$ cat src/rtl/rggen_register_access_controller.sv
// Host-to-register-block access sequencer: one command at a time, IDLE -> ACCESS -> RESPONSE.
// Ports: command (valid/ready, addr, write, wdata), response (valid/ready, status, rdata),
//        register side (valid, write, addr, wdata out; select, ready, packed read data in).
module rggen_register_access_controller #(
  parameter int ADDRESS_WIDTH   = 16,
  parameter int DATA_WIDTH      = 32,
  parameter int TOTAL_REGISTERS = 4,
  parameter int TIMEOUT_CYCLES  = 16
) (
  input  logic                                  clk,
  input  logic                                  rst,
  input  logic                                  i_command_valid,
  output logic                                  o_command_ready,
  input  logic [ADDRESS_WIDTH-1:0]              i_command_address,
  input  logic                                  i_command_write,
  input  logic [DATA_WIDTH-1:0]                 i_command_write_data,
  output logic                                  o_response_valid,
  input  logic                                  i_response_ready,
  output logic [1:0]                            o_response_status,
  output logic [DATA_WIDTH-1:0]                 o_response_read_data,
  output logic                                  o_register_valid,
  output logic                                  o_register_write,
  output logic [ADDRESS_WIDTH-1:0]              o_register_address,
  output logic [DATA_WIDTH-1:0]                 o_register_write_data,
  input  logic [TOTAL_REGISTERS-1:0]            i_register_select,
  input  logic [TOTAL_REGISTERS-1:0]            i_register_ready,
  input  logic [TOTAL_REGISTERS*DATA_WIDTH-1:0] i_register_read_data
);

  localparam int TW = $clog2(TIMEOUT_CYCLES + 1);

  localparam logic [1:0] OKAY   = 2'b00;
  localparam logic [1:0] SLVERR = 2'b10;
  localparam logic [1:0] DECERR = 2'b11;

  typedef enum logic [1:0] {
    IDLE,
    ACCESS,
    RESPONSE
  } state_e;

  state_e                  state_q, state_d;
  logic [ADDRESS_WIDTH-1:0] addr_q, addr_d;
  logic                    write_q, write_d;
  logic [DATA_WIDTH-1:0]   wdata_q, wdata_d;
  logic [TW-1:0]           timer_q, timer_d;
  logic [1:0]              status_q, status_d;
  logic [DATA_WIDTH-1:0]   rdata_q, rdata_d;

  logic                    sel_one_hot;
  logic                    sel_ready;
  logic                    timeout;
  logic [DATA_WIDTH-1:0]   sel_data;

  always_comb begin
    sel_data = '0;
    for (int i = 0; i < TOTAL_REGISTERS; i++) begin
      if (i_register_select[i]) begin
        sel_data = i_register_read_data[i*DATA_WIDTH +: DATA_WIDTH];
      end
    end
  end

  assign sel_one_hot = $onehot(i_register_select);
  // Only the selected register's ready counts.
  assign sel_ready   = |(i_register_select & i_register_ready);
  // timer_q holds completed ACCESS cycles, so this is the last allowed cycle.
  assign timeout     = timer_q >= TW'(TIMEOUT_CYCLES - 1);

  always_comb begin
    state_d  = state_q;
    addr_d   = addr_q;
    write_d  = write_q;
    wdata_d  = wdata_q;
    timer_d  = timer_q;
    status_d = status_q;
    rdata_d  = rdata_q;
    unique case (state_q)
      IDLE: begin
        if (i_command_valid) begin
          addr_d  = i_command_address;
          write_d = i_command_write;
          wdata_d = i_command_write_data;
          timer_d = '0;
          state_d = ACCESS;
        end
      end
      ACCESS: begin
        if (timer_q != TW'(TIMEOUT_CYCLES)) begin
          timer_d = timer_q + TW'(1);
        end
        if (!sel_one_hot) begin
          status_d = DECERR;
          rdata_d  = '0;
          state_d  = RESPONSE;
        end else if (sel_ready) begin
          status_d = OKAY;
          rdata_d  = write_q ? '0 : sel_data;
          state_d  = RESPONSE;
        end else if (timeout) begin
          status_d = SLVERR;
          rdata_d  = '0;
          state_d  = RESPONSE;
        end
      end
      RESPONSE: begin
        if (i_response_ready) begin
          state_d = IDLE;
        end
      end
      default: state_d = IDLE;
    endcase
  end

  always_ff @(posedge clk or posedge rst) begin
    if (rst) begin
      state_q  <= IDLE;
      addr_q   <= '0;
      write_q  <= 1'b0;
      wdata_q  <= '0;
      timer_q  <= '0;
      status_q <= '0;
      rdata_q  <= '0;
    end else begin
      state_q  <= state_d;
      addr_q   <= addr_d;
      write_q  <= write_d;
      wdata_q  <= wdata_d;
      timer_q  <= timer_d;
      status_q <= status_d;
      rdata_q  <= rdata_d;
    end
  end

  assign o_command_ready       = state_q == IDLE;
  assign o_register_valid      = state_q == ACCESS;
  assign o_register_write      = write_q;
  assign o_register_address    = addr_q;
  assign o_register_write_data = wdata_q;
  assign o_response_valid      = state_q == RESPONSE;
  assign o_response_status     = (state_q == RESPONSE) ? status_q : 2'b00;
  assign o_response_read_data  = (state_q == RESPONSE) ? rdata_q : '0;

endmodule

$ cat config.mk
export PLATFORM = sky130hd
export DESIGN_NAME = rggen_register_access_controller
export DESIGN_NICKNAME = d
export VERILOG_FILES = /design/src/rtl/rggen_register_access_controller.sv
export SDC_FILE = /design/constraint.sdc
export NUM_CORES = 1
export LEC_CHECK = 0
export BUFFER_PORTS_ARGS = -buffer_cell sky130_fd_sc_hd__buf_2
export CAP_MARGIN = 20
export CELL_PAD_IN_SITES_DETAIL_PLACEMENT = 0
export CELL_PAD_IN_SITES_GLOBAL_PLACEMENT = 2
export CORE_ASPECT_RATIO = 1.4
export CORE_UTILIZATION = 24
export CTS_CLUSTER_SIZE = 25
export DETAILED_ROUTE_END_ITERATION = 10
export GPL_ROUTABILITY_DRIVEN = 0
export PLACE_DENSITY_LB_ADDON = 0.1
export REMOVE_ABC_BUFFERS = 1
export SETUP_SLACK_MARGIN = 0.02
export SYNTH_ARGS = -nofsm -noshare
export SYNTH_HDL_FRONTEND = slang
export SYNTH_SLANG_ARGS = --single-unit
$ cat constraint.sdc
create_clock -name clk -period 3.5 [get_ports clk]
set_clock_uncertainty 0.05 [all_clocks]
set_input_delay 0.175 -clock clk [delete_from_list [all_inputs] [get_ports clk]]
set_output_delay 0.175 -clock clk [all_outputs]
set_load 0.01 [all_outputs]
==> metrics.csv, run 1 <==
stage,metric,value,unit
outcome,status,"complete, but fails checks",
outcome,failing checks,negative hold slack,
worst_setup_path,critical path launch point type,input pin,
final_layout,Area Growth Syn to Fin,49.3,%
global_routing,GRT Overall Usage,16.3,%
synth,"EDFF count, synth",0,
pwr,Leak,3.89,nW
synth,Yosys warnings,0,
routing,DR vias,4778,
routing,DR iter-0 viols,155,
pwr,combinational power share,36.6,%
clock_tree,CTS tree,yes,
final_layout,layout cells sized above 1,38.2,%
timing,minimum clock period,2700,ps
die,initial core utilization,24.6,%
die,die height,166,um
timing,Fin. Hold Viols,3,
global_routing,first-pass GRT wire length,25.4,mm
worst_setup_path,CP Data Arrival Time,2920,ps
pwr,Clock power frac,23.4,%
final_layout,filler cell count,2006,
clock_tree,Max clock buf depth,2,
global_routing,vias in the first global route,4928,
global_routing,gr ovfl total,0,
timing,count of final setup violators,0,
synth,share of synthesized registers carrying an async set or reset,100,%
synth,Syn Area/Cell,9.22,um^2
timing,RSZ-0062 raised after global routing,false,
synth,register bit total from synthesis,90,
timing,max-slew violations,0,
clock_tree,Clock transition at path regs,70,ps
final_layout,final instance area,6860,um^2
clock_tree,Num CTS Buffers,9,
clock_tree,H-tree Lvls,3,
synth,Synth cell types,40,
routing,DR vias/cell,4.54,
clock_tree,CTS sink count,90,
routing,WL/cell,15.0,um
die,top-level I/O count,275,
timing,period utilization,77.3,%
timing,Least-Margin Pin Slew,991,ps
synth,cell count after synthesis,498,
routing,WL final,15.8,mm
placed_design,post-DP HPWL,11.6,mm
final_layout,final-stage net count,998,
worst_setup_path,crit path kind,input pin to register,
synth,sequential share of the synthesized area,49.0,%
routing,DRC viols,0,
clock_tree,"Clk Latency, worst-skew pair",330,ps
die,row cnt,59,
worst_setup_path,critical path peak fanout,32,
run,Max-Cap Viols,0,
routing,post-route ant nets,0,
timing,Hold Slack,-7.82,ps
global_routing,largest net degree at the start of global routing,73,
global_routing,initial antenna violation count,0,
pwr,Sequential Power Share,40.0,%
pwr,internal power,2.64,mW
final_layout,"commonest non-fill, non-tap cell in the layout",buf_2,
clock_tree,clock root cell,clkbuf_16,
timing,Peak Freq,370,MHz
timing,setup TNS,0,ps
final_layout,most frequent cells in the layout,"buf_2, nand2_1, dfrtp_1, dlygate4sd3_1, and2_1",
die,Die Wd,119,um
die,core area,18700,um^2
routing,TritonRoute pass-1 iters,4,
worst_setup_path,Critical Path RT,3720,ps
final_layout,Ant. Diodes,0,
worst_setup_path,Worst Setup End Kind,register,
pwr,switching share of power,36.7,%
pwr,Cell Pwr Density,608,nW/um^2
placed_design,Post-DP Area,6040,um^2
placed_design,Port Buf Inserts,274,
timing,Slew headroom,33.9,%
synth,post-synth design cell area,4590,um^2
pwr,worst ir drop on vdd,0.000292,V
die,die area,19700,um^2
min_path,worst hold path class,input pin to asynchronous set/reset pin,
pwr,Switch Pwr,1.53,mW
synth,most used flip-flop cell after synthesis,dfrtp_1,
## final cells by class
class	instances	area, um^2	area share, %
Tap cell	244	305	4.45
Sequential cell	90	2250	32.8
Timing Repair Buffer	333	1950	28.4
Clock inverter	7	73.8	1.08
Inverter	12	47.5	0.693
Multi-Input combinational cell	357	2010	29.3
Clock buffer	9	225	3.28
## worst paths after layout
check                                         from                                     to  slack (ps)  cells past startpoint
setup / recovery              i_register_select[1]                rdata_q[12]$_DFFE_PP0P_         800                     11
hold / removal                                 rst  o_register_write_data[26]$_DFFE_PP0P_          -8                      2
setup reg to reg            timer_q[0]$_DFFE_PP0P_                rdata_q[31]$_DFFE_PP0P_        1310                      8
hold reg to reg            rdata_q[20]$_DFFE_PP0P_                rdata_q[20]$_DFFE_PP0P_         410                      1
max in group asynchronous                      rst   o_register_write_data[0]$_DFFE_PP0P_        2600                      3
min in group clk                   i_command_valid                 state_q[0]$_DFFE_PP0P_         100                      3
## metrics by stage
step / setup WS, ps / power (mW) / util (%) / std cells
floorplan: -79.4 / 2.45 / - / 459
global placement: 540 / 3.18 / 32.4 / 985
detailed placement: 443 / 3.20 / 32.4 / 985
CTS: 786 / 4.26 / 36.6 / 1050
global route: 701 / 4.51 / 36.7 / 1052
finish: 795 / 4.17 / 36.7 / 1052
## sequential cells by signal, indices dropped and copies added, names as in the netlist
name and flops:
o_register_address 16, o_register_write 1, o_register_write_data 32, rdata_q 32, state_q 2, status_q 2, timer_q 5
## metal layers
layer | global-route usage, % | vias to the layer above | part of all wire [%]
li1 | - | 2338 | -
met1 | 18.3 | 2217 | 40
met2 | 29.5 | 212 | 51
met3 | 4.37 | 11 | 7.8
met5 | 0 | - | 0
met4 | 4.95 | 0 | 1.6
## synth_stat cells (3+ instances only)
| cell | count | share of area (%) |
|---|---|---|
| clkbuf_8 | 10 | 3.0 |
| o22ai_1 | 31 | 4.2 |
| buf_6 | 4 | 0.98 |
| ha_1 | 5 | 1.4 |
| nor2_1 | 4 | 0.33 |
| buf_2 | 3 | 0.33 |
| nand4_1 | 3 | 0.41 |
| dfrtp_1 | 90 | 49 |
| clkbuf_1 | 19 | 1.6 |
| a221oi_1 | 31 | 5.9 |
| nor3_1 | 31 | 3.4 |
| and2_1 | 35 | 4.8 |
| o21ai_0 | 3 | 0.33 |
| inv_1 | 11 | 0.90 |
| nand2_1 | 154 | 13 |
| a21o_1 | 31 | 5.1 |
## logic make-up after synthesis
group           after synthesis  share of synthesized area [%]
mux                           3                          0.681
simple gates                237                           22.9
compound gates              111                           18.0
buf+inv                      51                           7.57
flops                        90                           49.0
fa+ha+maj                     6                           1.80
## power groups by stage
stage          Clock [mW]  Combinational (mW)  Sequential [mW]
3_5_place_dp            0                1.53             1.67
5_1_grt              1.06                1.72             1.72
3_3_place_gp            0                1.51             1.67
6_report            0.977                1.52             1.67
4_1_cts              1.03                1.56             1.67
2_1_floorplan           0               0.669             1.78
## repair_timing
item                      CTS  global route
hold buffers               49             1
hold endpoints to repair   49             1
gates resized for setup     0             0
buffers inserted            0             0
## worst max-delay path: stages
cell      delay (ps)
buf_2            150
inv_1             70
fa_1             500
inv_1             40
ha_1             180
ha_1             310
or3b_4           430
a2111o_1         400
buf_4            250
nor3_1           270
a21o_1           110
(Power assumes the default switching activity.)
==> run 2: changes to the inputs <==
Clock period 3.5 ns to 2.6 ns, I/O delays scaled along.
==> run 2 against run 1 <==
The flow now finishes without violations. Via count is 1.2% higher. Clock-buffer cell count is the same. Total power up 38%. Critical path depth did not move. Die area did not move. Setup slack got worse by 660 ps. Highest routed layer unchanged. Sequential share of layout area is 1.4 points lower. Sequential cell count is the same.
==> metrics.csv, run 2 (synthesis results as in run 1) <==
stage,metric,value,unit
outcome,status,completed,
routing,DR vias/cell,4.56,
timing,setup TNS,0,ps
placed_design,Post-DP Area,6110,um^2
die,top-level I/O count,275,
timing,count of final setup violators,0,
pwr,Cell Pwr Density,802,nW/um^2
die,die area,19700,um^2
worst_setup_path,WP buf/inv,4,
clock_tree,clock root cell,clkbuf_16,
worst_setup_path,crit path kind,input pin to register,
global_routing,largest net degree at the start of global routing,61,
final_layout,most frequent cells in the layout,"buf_2, nand2_1, dfrtp_1, dlygate4sd3_1, and2_1",
global_routing,first-pass GRT wire length,26.0,mm
final_layout,Area Growth Syn to Fin,56.1,%
routing,DR iter-0 viols,214,
worst_setup_path,Worst Setup End Kind,register,
global_routing,GRT Overall Usage,16.6,%
placed_design,Placed Cells,991,
timing,Hold Slack,92.1,ps
global_routing,initial antenna violation count,0,
final_layout,Non-Filler Instances,1061,
worst_setup_path,CP Data Arrival Time,2690,ps
worst_setup_path,dominant delay contributor by cell family on the critical path,adder cells,
clock_tree,"Clk Latency, worst-skew pair",340,ps
timing,Slew headroom,47.3,%
timing,Least-Margin Pin Slew,791,ps
timing,Peak Freq,406,MHz
global_routing,gr ovfl total,0,
routing,WL final,16.8,mm
placed_design,Port Buf Inserts,274,
routing,met1 WL,6.63,mm
final_layout,"commonest non-fill, non-tap cell in the layout",buf_2,
pwr,worst ir drop on vdd,0.000385,V
clock_tree,Max clock buf depth,2,
die,row cnt,59,
worst_setup_path,crit path max-delay cell type,fa_1,
placed_design,post-DP HPWL,12.1,mm
routing,post-route ant nets,0,
final_layout,Final Core Density,38.4,%
die,die height,166,um
die,core area,18700,um^2
worst_setup_path,critical path launch point type,input pin,
min_path,worst hold path class,input pin to register,
pwr,Leak,3.98,nW
clock_tree,CTS sink count,90,
global_routing,vias in the first global route,5015,
timing,max-slew violations,0,
routing,met3 wire len,1.26,mm
routing,TritonRoute pass-1 iters,6,
final_layout,layout cells sized above 1,42.0,%
clock_tree,CTS tree,yes,
final_layout,final instance area,7170,um^2
clock_tree,Num CTS Buffers,9,
worst_setup_path,Critical Path RT,2820,ps
final_layout,filler cell count,1949,
worst_setup_path,crit-path cells,buf_4 -> inv_1 -> fa_1 -> inv_1 -> ha_1 -> ha_4 -> or3b_4 -> a2111o_2 -> buf_12 -> nor3_1 -> a21o_1,
run,Max-Cap Viols,0,
timing,Fin. Hold Viols,0,
timing,RSZ-0062 raised after global routing,false,
clock_tree,H-tree Lvls,3,
routing,DR vias,4836,
die,initial core utilization,24.6,%
routing,WL/cell,15.8,um
routing,uppermost layer routed,met4,
worst_setup_path,Crit path top cell by count,inv_1,
clock_tree,Post-CTS Setup Inserts,0,
timing,period utilization,94.7,%
final_layout,final-stage net count,1007,
worst_setup_path,critical path peak fanout,8,
routing,Detail Route met2 WL,8.54,mm
clock_tree,Clock transition at path regs,70,ps
routing,DRC viols,0,
timing,minimum clock period,2460,ps
worst_setup_path,max incr delay on CP,510,ps
final_layout,Storage cell area,2250,um^2
final_layout,Ant. Diodes,0,
die,Die Wd,119,um
final_layout,area of the multi-input gates,2180,um^2
==> run 2: cell types whose count changed in the layout (fill, tap and decap cells not counted), sizes merged <==
cell         before  now
buf             283  289
clkbuf            9   11
clkinv            3    1
clkinvlp          1    2
dlygate4sd3      50   51
inv              14   15
==> run 2: per-layer routing <==
| layer | vias to the layer above | global-route usage (%) |
|---|---|---|
| met5 | - | 0 |
| met4 | 0 | 6.27 |
| met3 | 18 | 3.72 |
| met2 | 228 | 30.3 |
| met1 | 2233 | 18.6 |
| li1 | 2357 | - |
==> run 2: per-stage QoR <==
stage               power (mW)  setup WS (ps)
floorplan                 3.30           -934
global placement          4.31           -235
detailed placement        4.33           -305
CTS                       5.81           56.2
global route              6.21           38.6
finish                    5.75            137
==> run 2: worst min-delay path: cells and delay by family <==
kind	cells	cell delay [ps]
compound gates	1	60
buf+inv	1	100
simple gates	1	140
==> run 2: final timing paths <==
kind	from	endpoint	slack (ps)	cells after the start
hold reg to reg	rdata_q[20]$_DFFE_PP0P_	rdata_q[20]$_DFFE_PP0P_	420	1
min in group asynchronous	rst	o_register_write_data[26]$_DFFE_PP0P_	430	3
setup reg to reg	timer_q[0]$_DFFE_PP0P_	rdata_q[25]$_DFFE_PP0P_	500	8
setup / recovery	i_register_select[1]	rdata_q[0]$_DFFE_PP0P_	140	11
hold / removal	i_command_valid	timer_q[2]$_DFFE_PP0P_	90	3
max in group asynchronous	rst	o_register_write_data[0]$_DFFE_PP0P_	1270	4
==> run 2: area by class of cell <==
class | count | share of cell area, %
tap | 244 | 4.26
clock inverter | 7 | 1.19
multi-input combinational | 357 | 30.4
sequential | 90 | 31.4
timing repair buffer | 342 | 29.0
clock buffer | 9 | 3.14
inverter | 12 | 0.663
==> run 2: what timing repair did <==
action | 4_1_cts | 5_1_grt
endpoints found under the hold margin | 108 | 0
setup endpoints to repair | 0 | 31
hold buffers | 51 | 0
resized for setup | 0 | 34
==> run 2: where the power goes <==
part / total [mW] / switching (mW) / internal, mW
clock: 1.37 / 0.604 / 0.766
combinational: 2.15 / 1.24 / 0.907
sequential: 2.24 / 0.291 / 1.94
